## src/rtl/viterbi_frame_ctrl.sv

```systemverilog
// Frame controller for a rate-1/2 (7,5) Viterbi decoder: clears the decoder,
// streams N+2 symbols plus a zero flush, and collects N decoded bits in a small FIFO.
module viterbi_frame_ctrl #(
    parameter int TB_LEN = 32,
    parameter int LEN_W  = 16
) (
    input  logic             clk,
    input  logic             rst,
    input  logic             start,
    input  logic [LEN_W-1:0] frame_len,
    output logic             busy,
    output logic             done,
    input  logic             in_valid,
    output logic             in_ready,
    input  logic [1:0]       in_sym,
    output logic             out_valid,
    input  logic             out_ready,
    output logic             out_bit,
    output logic             out_last,
    output logic             dec_rst,
    output logic             dec_sym_valid,
    output logic [1:0]       dec_rx_sym,
    input  logic             dec_bit_valid,
    input  logic             dec_bit_out
);

    localparam logic [2:0] ST_IDLE  = 3'd0;
    localparam logic [2:0] ST_CLEAR = 3'd1;
    localparam logic [2:0] ST_DATA  = 3'd2;
    localparam logic [2:0] ST_FLUSH = 3'd3;
    localparam logic [2:0] ST_DRAIN = 3'd4;

    localparam logic [LEN_W:0] CNT_ZERO   = {(LEN_W+1){1'b0}};
    localparam logic [LEN_W:0] CNT_ONE    = {{LEN_W{1'b0}}, 1'b1};
    localparam logic [LEN_W:0] FLUSH_LAST = (LEN_W+1)'(TB_LEN - 2);

    logic [2:0]       state_r;
    logic [2:0]       state_s;
    logic [LEN_W-1:0] n_r;
    logic [LEN_W:0]   n_ext_s;
    logic [LEN_W:0]   sym_cnt_r;
    logic [LEN_W:0]   bit_cnt_r;
    logic             busy_r;
    logic             done_r;
    logic             dec_rst_r;
    logic             dec_sym_valid_r;
    logic [1:0]       dec_rx_sym_r;
    logic             cap_pend_r;

    logic             fifo_bit_r  [0:3];
    logic             fifo_last_r [0:3];
    logic [2:0]       fifo_cnt_r;
    logic [2:0]       fifo_cnt_next_s;
    logic             out_valid_r;

    logic             pop_s;
    logic [3:0]       load_s;
    logic             credit_ok_s;
    logic             in_ready_s;
    logic             data_issue_s;
    logic             flush_issue_s;
    logic             capture_s;
    logic             push_s;
    logic             push_last_s;
    logic [1:0]       push_idx_s;

    // Credit, issue and FIFO bookkeeping; the load term counts FIFO entries plus
    // symbols still in the decoder pipe, less an entry leaving this cycle.
    always_comb begin
        n_ext_s         = {1'b0, n_r};
        pop_s           = out_valid_r & out_ready;
        load_s          = {1'b0, fifo_cnt_r} + {3'b000, dec_sym_valid_r}
                        + {3'b000, cap_pend_r} - {3'b000, pop_s};
        credit_ok_s     = (load_s < 4'd4);
        in_ready_s      = ~rst & (state_r == ST_DATA) & credit_ok_s;
        data_issue_s    = in_ready_s & in_valid;
        flush_issue_s   = ~rst & (state_r == ST_FLUSH) & credit_ok_s;
        capture_s       = cap_pend_r & dec_bit_valid;
        push_s          = capture_s & (bit_cnt_r < n_ext_s);
        push_last_s     = (bit_cnt_r == (n_ext_s - CNT_ONE));
        push_idx_s      = fifo_cnt_r[1:0] - {1'b0, pop_s};
        fifo_cnt_next_s = fifo_cnt_r + {2'b00, push_s} - {2'b00, pop_s};
    end

    // Next-state logic of the frame sequencer.
    always_comb begin
        state_s = state_r;
        case (state_r)
            ST_IDLE: begin
                if (start && (frame_len != {LEN_W{1'b0}})) begin
                    state_s = ST_CLEAR;
                end else begin
                    state_s = ST_IDLE;
                end
            end
            ST_CLEAR: state_s = ST_DATA;
            ST_DATA: begin
                if (data_issue_s && (sym_cnt_r == (n_ext_s + CNT_ONE))) begin
                    state_s = ST_FLUSH;
                end else begin
                    state_s = ST_DATA;
                end
            end
            ST_FLUSH: begin
                if (flush_issue_s && (sym_cnt_r == FLUSH_LAST)) begin
                    state_s = ST_DRAIN;
                end else begin
                    state_s = ST_FLUSH;
                end
            end
            ST_DRAIN: begin
                if (!dec_sym_valid_r && !cap_pend_r && (fifo_cnt_r == 3'd0)) begin
                    state_s = ST_IDLE;
                end else begin
                    state_s = ST_DRAIN;
                end
            end
            default: state_s = ST_IDLE;
        endcase
    end

    // Sequencer state, frame length, symbol/bit counters and status flags.
    always_ff @(posedge clk) begin
        if (rst) begin
            state_r   <= ST_IDLE;
            n_r       <= {LEN_W{1'b0}};
            sym_cnt_r <= CNT_ZERO;
            bit_cnt_r <= CNT_ZERO;
            busy_r    <= 1'b0;
            done_r    <= 1'b0;
            dec_rst_r <= 1'b1;
        end else begin
            state_r   <= state_s;
            busy_r    <= (state_s != ST_IDLE);
            done_r    <= (state_r == ST_DRAIN) && (state_s == ST_IDLE);
            dec_rst_r <= (state_s == ST_CLEAR);
            if ((state_r == ST_IDLE) && (state_s == ST_CLEAR)) begin
                n_r <= frame_len;
            end
            // The symbol counter is shared: data symbols first, then flush symbols.
            if (state_r == ST_CLEAR) begin
                sym_cnt_r <= CNT_ZERO;
            end else if (data_issue_s && (state_s == ST_FLUSH)) begin
                sym_cnt_r <= CNT_ZERO;
            end else if (data_issue_s || flush_issue_s) begin
                sym_cnt_r <= sym_cnt_r + CNT_ONE;
            end
            if (state_r == ST_CLEAR) begin
                bit_cnt_r <= CNT_ZERO;
            end else if (capture_s) begin
                bit_cnt_r <= bit_cnt_r + CNT_ONE;
            end
        end
    end

    // Symbol issue to the decoder and the one-cycle-later capture marker.
    always_ff @(posedge clk) begin
        if (rst) begin
            dec_sym_valid_r <= 1'b0;
            dec_rx_sym_r    <= 2'b00;
            cap_pend_r      <= 1'b0;
        end else begin
            dec_sym_valid_r <= data_issue_s | flush_issue_s;
            dec_rx_sym_r    <= data_issue_s ? in_sym : 2'b00;
            cap_pend_r      <= dec_sym_valid_r;
        end
    end

    // Shift-register output FIFO; entry 0 is always the head so outputs come from flops.
    always_ff @(posedge clk) begin
        if (rst) begin
            for (int i = 0; i < 4; i++) begin
                fifo_bit_r[i]  <= 1'b0;
                fifo_last_r[i] <= 1'b0;
            end
            fifo_cnt_r  <= 3'd0;
            out_valid_r <= 1'b0;
        end else begin
            if (pop_s) begin
                for (int i = 0; i < 3; i++) begin
                    fifo_bit_r[i]  <= fifo_bit_r[i+1];
                    fifo_last_r[i] <= fifo_last_r[i+1];
                end
                fifo_bit_r[3]  <= 1'b0;
                fifo_last_r[3] <= 1'b0;
            end
            if (push_s) begin
                fifo_bit_r[push_idx_s]  <= dec_bit_out;
                fifo_last_r[push_idx_s] <= push_last_s;
            end
            fifo_cnt_r  <= fifo_cnt_next_s;
            out_valid_r <= (fifo_cnt_next_s != 3'd0);
        end
    end

    assign busy          = busy_r;
    assign done          = done_r;
    assign in_ready      = in_ready_s;
    assign out_valid     = out_valid_r;
    assign out_bit       = fifo_bit_r[0];
    assign out_last      = fifo_last_r[0];
    assign dec_rst       = dec_rst_r;
    assign dec_sym_valid = dec_sym_valid_r;
    assign dec_rx_sym    = dec_rx_sym_r;

endmodule
```

## config.mk

```make
export PLATFORM = sky130hd
export DESIGN_NAME = viterbi_frame_ctrl
export DESIGN_NICKNAME = d
export VERILOG_FILES = /design/src/rtl/viterbi_frame_ctrl.sv
export SDC_FILE = /design/constraint.sdc
export NUM_CORES = 1
export LEC_CHECK = 0
export CORE_UTILIZATION = 30
export CTS_CLUSTER_DIAMETER = 120
export DETAILED_ROUTE_END_ITERATION = 12
export PLACE_DENSITY_LB_ADDON = 0.3
export SYNTH_ARGS = -nofsm -noshare
export SYNTH_HDL_FRONTEND = slang
export SYNTH_SLANG_ARGS = --single-unit
```

## constraint.sdc

```tcl
create_clock -name clk -period 6.48 [get_ports clk]
set_input_delay 1.62 -clock clk [delete_from_list [all_inputs] [get_ports clk]]
set_output_delay 1.62 -clock clk [all_outputs]
set_load 0.01 [all_outputs]
```

==> results.sh <==
export IMPL_synth_compound_area_share=0.111
export IMPL_antenna_cells=0
export IMPL_viasPerCell=5.08
export IMPL_crit_fanout=6
export IMPL_synthSimpleGateAreaFrac=0.289
export IMPL_post_cts_buffers=0
export IMPL_setup_viol=0
export IMPL_synth_xor_area_frac=0.141
export IMPL_ctsResizeCount=0
export IMPL_cp_num_buf_inv=2
export IMPL_synth_edf_count=8
export IMPL_cp_top_family="buffers and inverters"
export IMPL_syn_instance_count=568
export IMPL_endpoint_kind="primary output"
export IMPL_drt_iter0_markers=253
export IMPL_status="finished clean"
export IMPL_vias=4077
export IMPL_required_ns=4.86
export IMPL_synth_top_flop_cell="dfxtp_1"
export IMPL_design_core_area_um2=15300
export IMPL_slowest_delay_ns=0.58
export IMPL_grt_total_usage=0.156
export IMPL_cts_hold_buf=0
export IMPL_synthAdderAreaFrac=0.0705
export IMPL_worstSkewPairLatency_ns=0.35
export IMPL_clock_sinks=72
export IMPL_cp_start_kind="input port"
export IMPL_maxSlewViolCount=0
export IMPL_yosys_warnings=0
export IMPL_fillers=1584
export IMPL_cts_root_buffer="clkbuf_16"
export IMPL_synth_top_family_by_area="simple AND/OR/NAND/NOR gates"
export IMPL_io_buffers=34
export IMPL_routed_wl_um=11900
export IMPL_die_w_um=127
export IMPL_cts_tree="built"
export IMPL_period_share=0.919
export IMPL_muxShareOfSynthArea=0.0109
export IMPL_post_route_util=0.358
export IMPL_syn_area_per_cell_um2=8.32
export IMPL_grt_pass1_wl_um=19600
export IMPL_grt_setup_unrepaired="false"
export IMPL_synthesis_area_um2=4720
export IMPL_crit_type="in2out"
export IMPL_die_area_um2=16200
export IMPL_fin_nets=637
export IMPL_cp_slowest_cell="clkdlybuf4s50_1"
export IMPL_detailedPlacementHpwl_um=9070
export IMPL_async_flop_share=0
export IMPL_finalPower_uw=1230
export IMPL_start_util=0.310
export IMPL_ir_drop_mv=0.110
export IMPL_fin_setup_tns_ns=0
export IMPL_pwr_density_cell_nw_per_um2=226
export IMPL_cts_buffers=9
export IMPL_period_needed_ns=5.96
export IMPL_clockBufferDepth=2
export IMPL_grt_max_degree=35
export IMPL_clkSlewWorstSetupHoldPaths_ns=0.06
export IMPL_cp_data_arrival_time_ns=4.34
export IMPL_synth_cell_types=69
export IMPL_yosysSeqAreaShare=0.322
export IMPL_ioPinCount=35
export IMPL_fin_area_um2=5460
export IMPL_rows=45
export IMPL_leakage_uw=0.00195
export IMPL_r2r_slack_ns=3.12
export IMPL_maxSlewHeadroom=0.210
export IMPL_hp_class="reg2reg"
export IMPL_place_area_um2=5190
export IMPL_place_congestion=0.842
export IMPL_detail_route_first_pass_iterations=5
export IMPL_syn_to_final_growth_pct=15.5
export IMPL_ant_nets=0
export IMPL_grt_pass1_vias=3902
export IMPL_worstPathCellList="clkdlybuf4s50_1 -> nand2_1 -> or2_2 -> nand2_1 -> ha_1 -> a21o_1 -> a21oi_1 -> mux2_2 -> nor2_1 -> clkdlybuf4s50_1"
export IMPL_grt_antenna_before_repair=0
export IMPL_max_freq_ghz=0.168
export IMPL_syn_nets=619
export IMPL_die_h_um=127
export IMPL_hold_viol=0
export IMPL_cts_htree_levels=3
export IMPL_remaining_drc_errors=0
export IMPL_ys_seq_elements=72
export IMPL_finalClockSkew_ns=0.0102
export IMPL_wl_per_cell_um=14.8
export IMPL_grt_overflow=0
export IMPL_drive_gt1_frac=0.0558
export IMPL_tightest_slew_ns=1.19
export IMPL_drv_cap=0
[cell usage in the layout, fill, tap and decap left out, drive strengths merged, types with 5 or more instances in the layout]
master	Yosys	final
o21ai	15	15
and3	10	10
nand3	25	25
or3	7	7
xor2	35	35
clkdlybuf4s50	0	34
nor3	23	23
nand4	23	23
nor2	48	48
nand2	71	71
clkbuf	18	11
edfxtp	8	8
dfxtp	64	64
inv	24	24
xnor2	41	41
and4	6	6
nor4	16	16
ha	25	25
nand4b	5	5
a21oi	29	29
[power by group]
group / internal [µW] / switching (µW)
registers: 480 / 43.5
logic: 119 / 139
clock network: 258 / 194
total: 857 / 376
[per-layer routing]
| metal | GRT usage | up-vias | share of wire |
|---|---|---|---|
| met5 | 0 | - | 0 |
| li1 | - | 2050 | - |
| met2 | 0.254 | 71 | 0.47 |
| met4 | 0.0742 | 0 | 0.032 |
| met3 | 0.0322 | 22 | 0.040 |
| met1 | 0.196 | 1934 | 0.46 |
[logic make-up (layout without fill, tap and decap cells)]
family	Yosys count	after routing
AO/OA/AOI/OAI	77	77
XOR/XNOR	76	76
adder cells (fa/ha/maj)	26	26
buffers and inverters	56	79
flip-flops	72	72
multiplexers	5	5
AND/OR/NAND/NOR	256	256
[sequential cells by signal (all words and copies together), names as in the netlist, 2 cells and up]
register,count
bit_cnt_r,17
dec_rx_sym,2
fifo_bit_r,4
fifo_cnt_r,3
fifo_last_r,4
n_r,16
state_r,3
sym_cnt_r,17
[per-stage QoR]
step | setup slack [ns] | hold slack, ns | instances
finish | 0.523 | 0.508 | 802
floorplan | 1.60 | 0.473 | 568
detailed placement | 0.534 | 0.502 | 786
global placement | 0.552 | 0.505 | 786
CTS | 0.527 | 0.510 | 802
global route | 0.429 | 0.537 | 802
[path summary, 6_finish.rpt]
| check | startpoint | endpoint | cells past startpoint |
|---|---|---|---|
| hold / removal | state_r[2] | done | 2 |
| setup reg to reg | n_r[10] | out_valid | 13 |
| setup / recovery | out_ready | in_ready | 10 |
| hold reg to reg | state_r[2] | done | 2 |
[cells in the mapped netlist, types with 12 or more instances]
library cell | number | area share
a21oi_1 | 29 | 0.031
clkbuf_1 | 16 | 0.013
dfxtp_1 | 64 | 0.27
ha_1 | 25 | 0.066
inv_1 | 24 | 0.019
nand2_1 | 71 | 0.056
nand3_1 | 25 | 0.026
nand4_1 | 22 | 0.029
nor2_1 | 48 | 0.038
nor3_1 | 22 | 0.023
nor4_1 | 13 | 0.017
o21ai_0 | 12 | 0.013
xnor2_1 | 41 | 0.076
xor2_1 | 35 | 0.065
[cell type report]
type | count | area (µm²) | area share
inverters | 25 | 93.8 | 0.0172
repair buffers | 38 | 370 | 0.0679
clock buffers | 11 | 233 | 0.0427
clock inverters | 5 | 33.8 | 0.00619
well taps | 211 | 264 | 0.0484
multi-input cells | 440 | 2940 | 0.539
flip-flops and latches | 72 | 1520 | 0.279
[worst min-delay path, delay by kind of cell, from the launching register on]
| kind | cells | cell delay, ns |
|---|---|---|
| DFF | 1 | 0.35 |
| and+or+nand+nor | 2 | 0.11 |
Note: power is estimated with default switching activity, not from simulation.
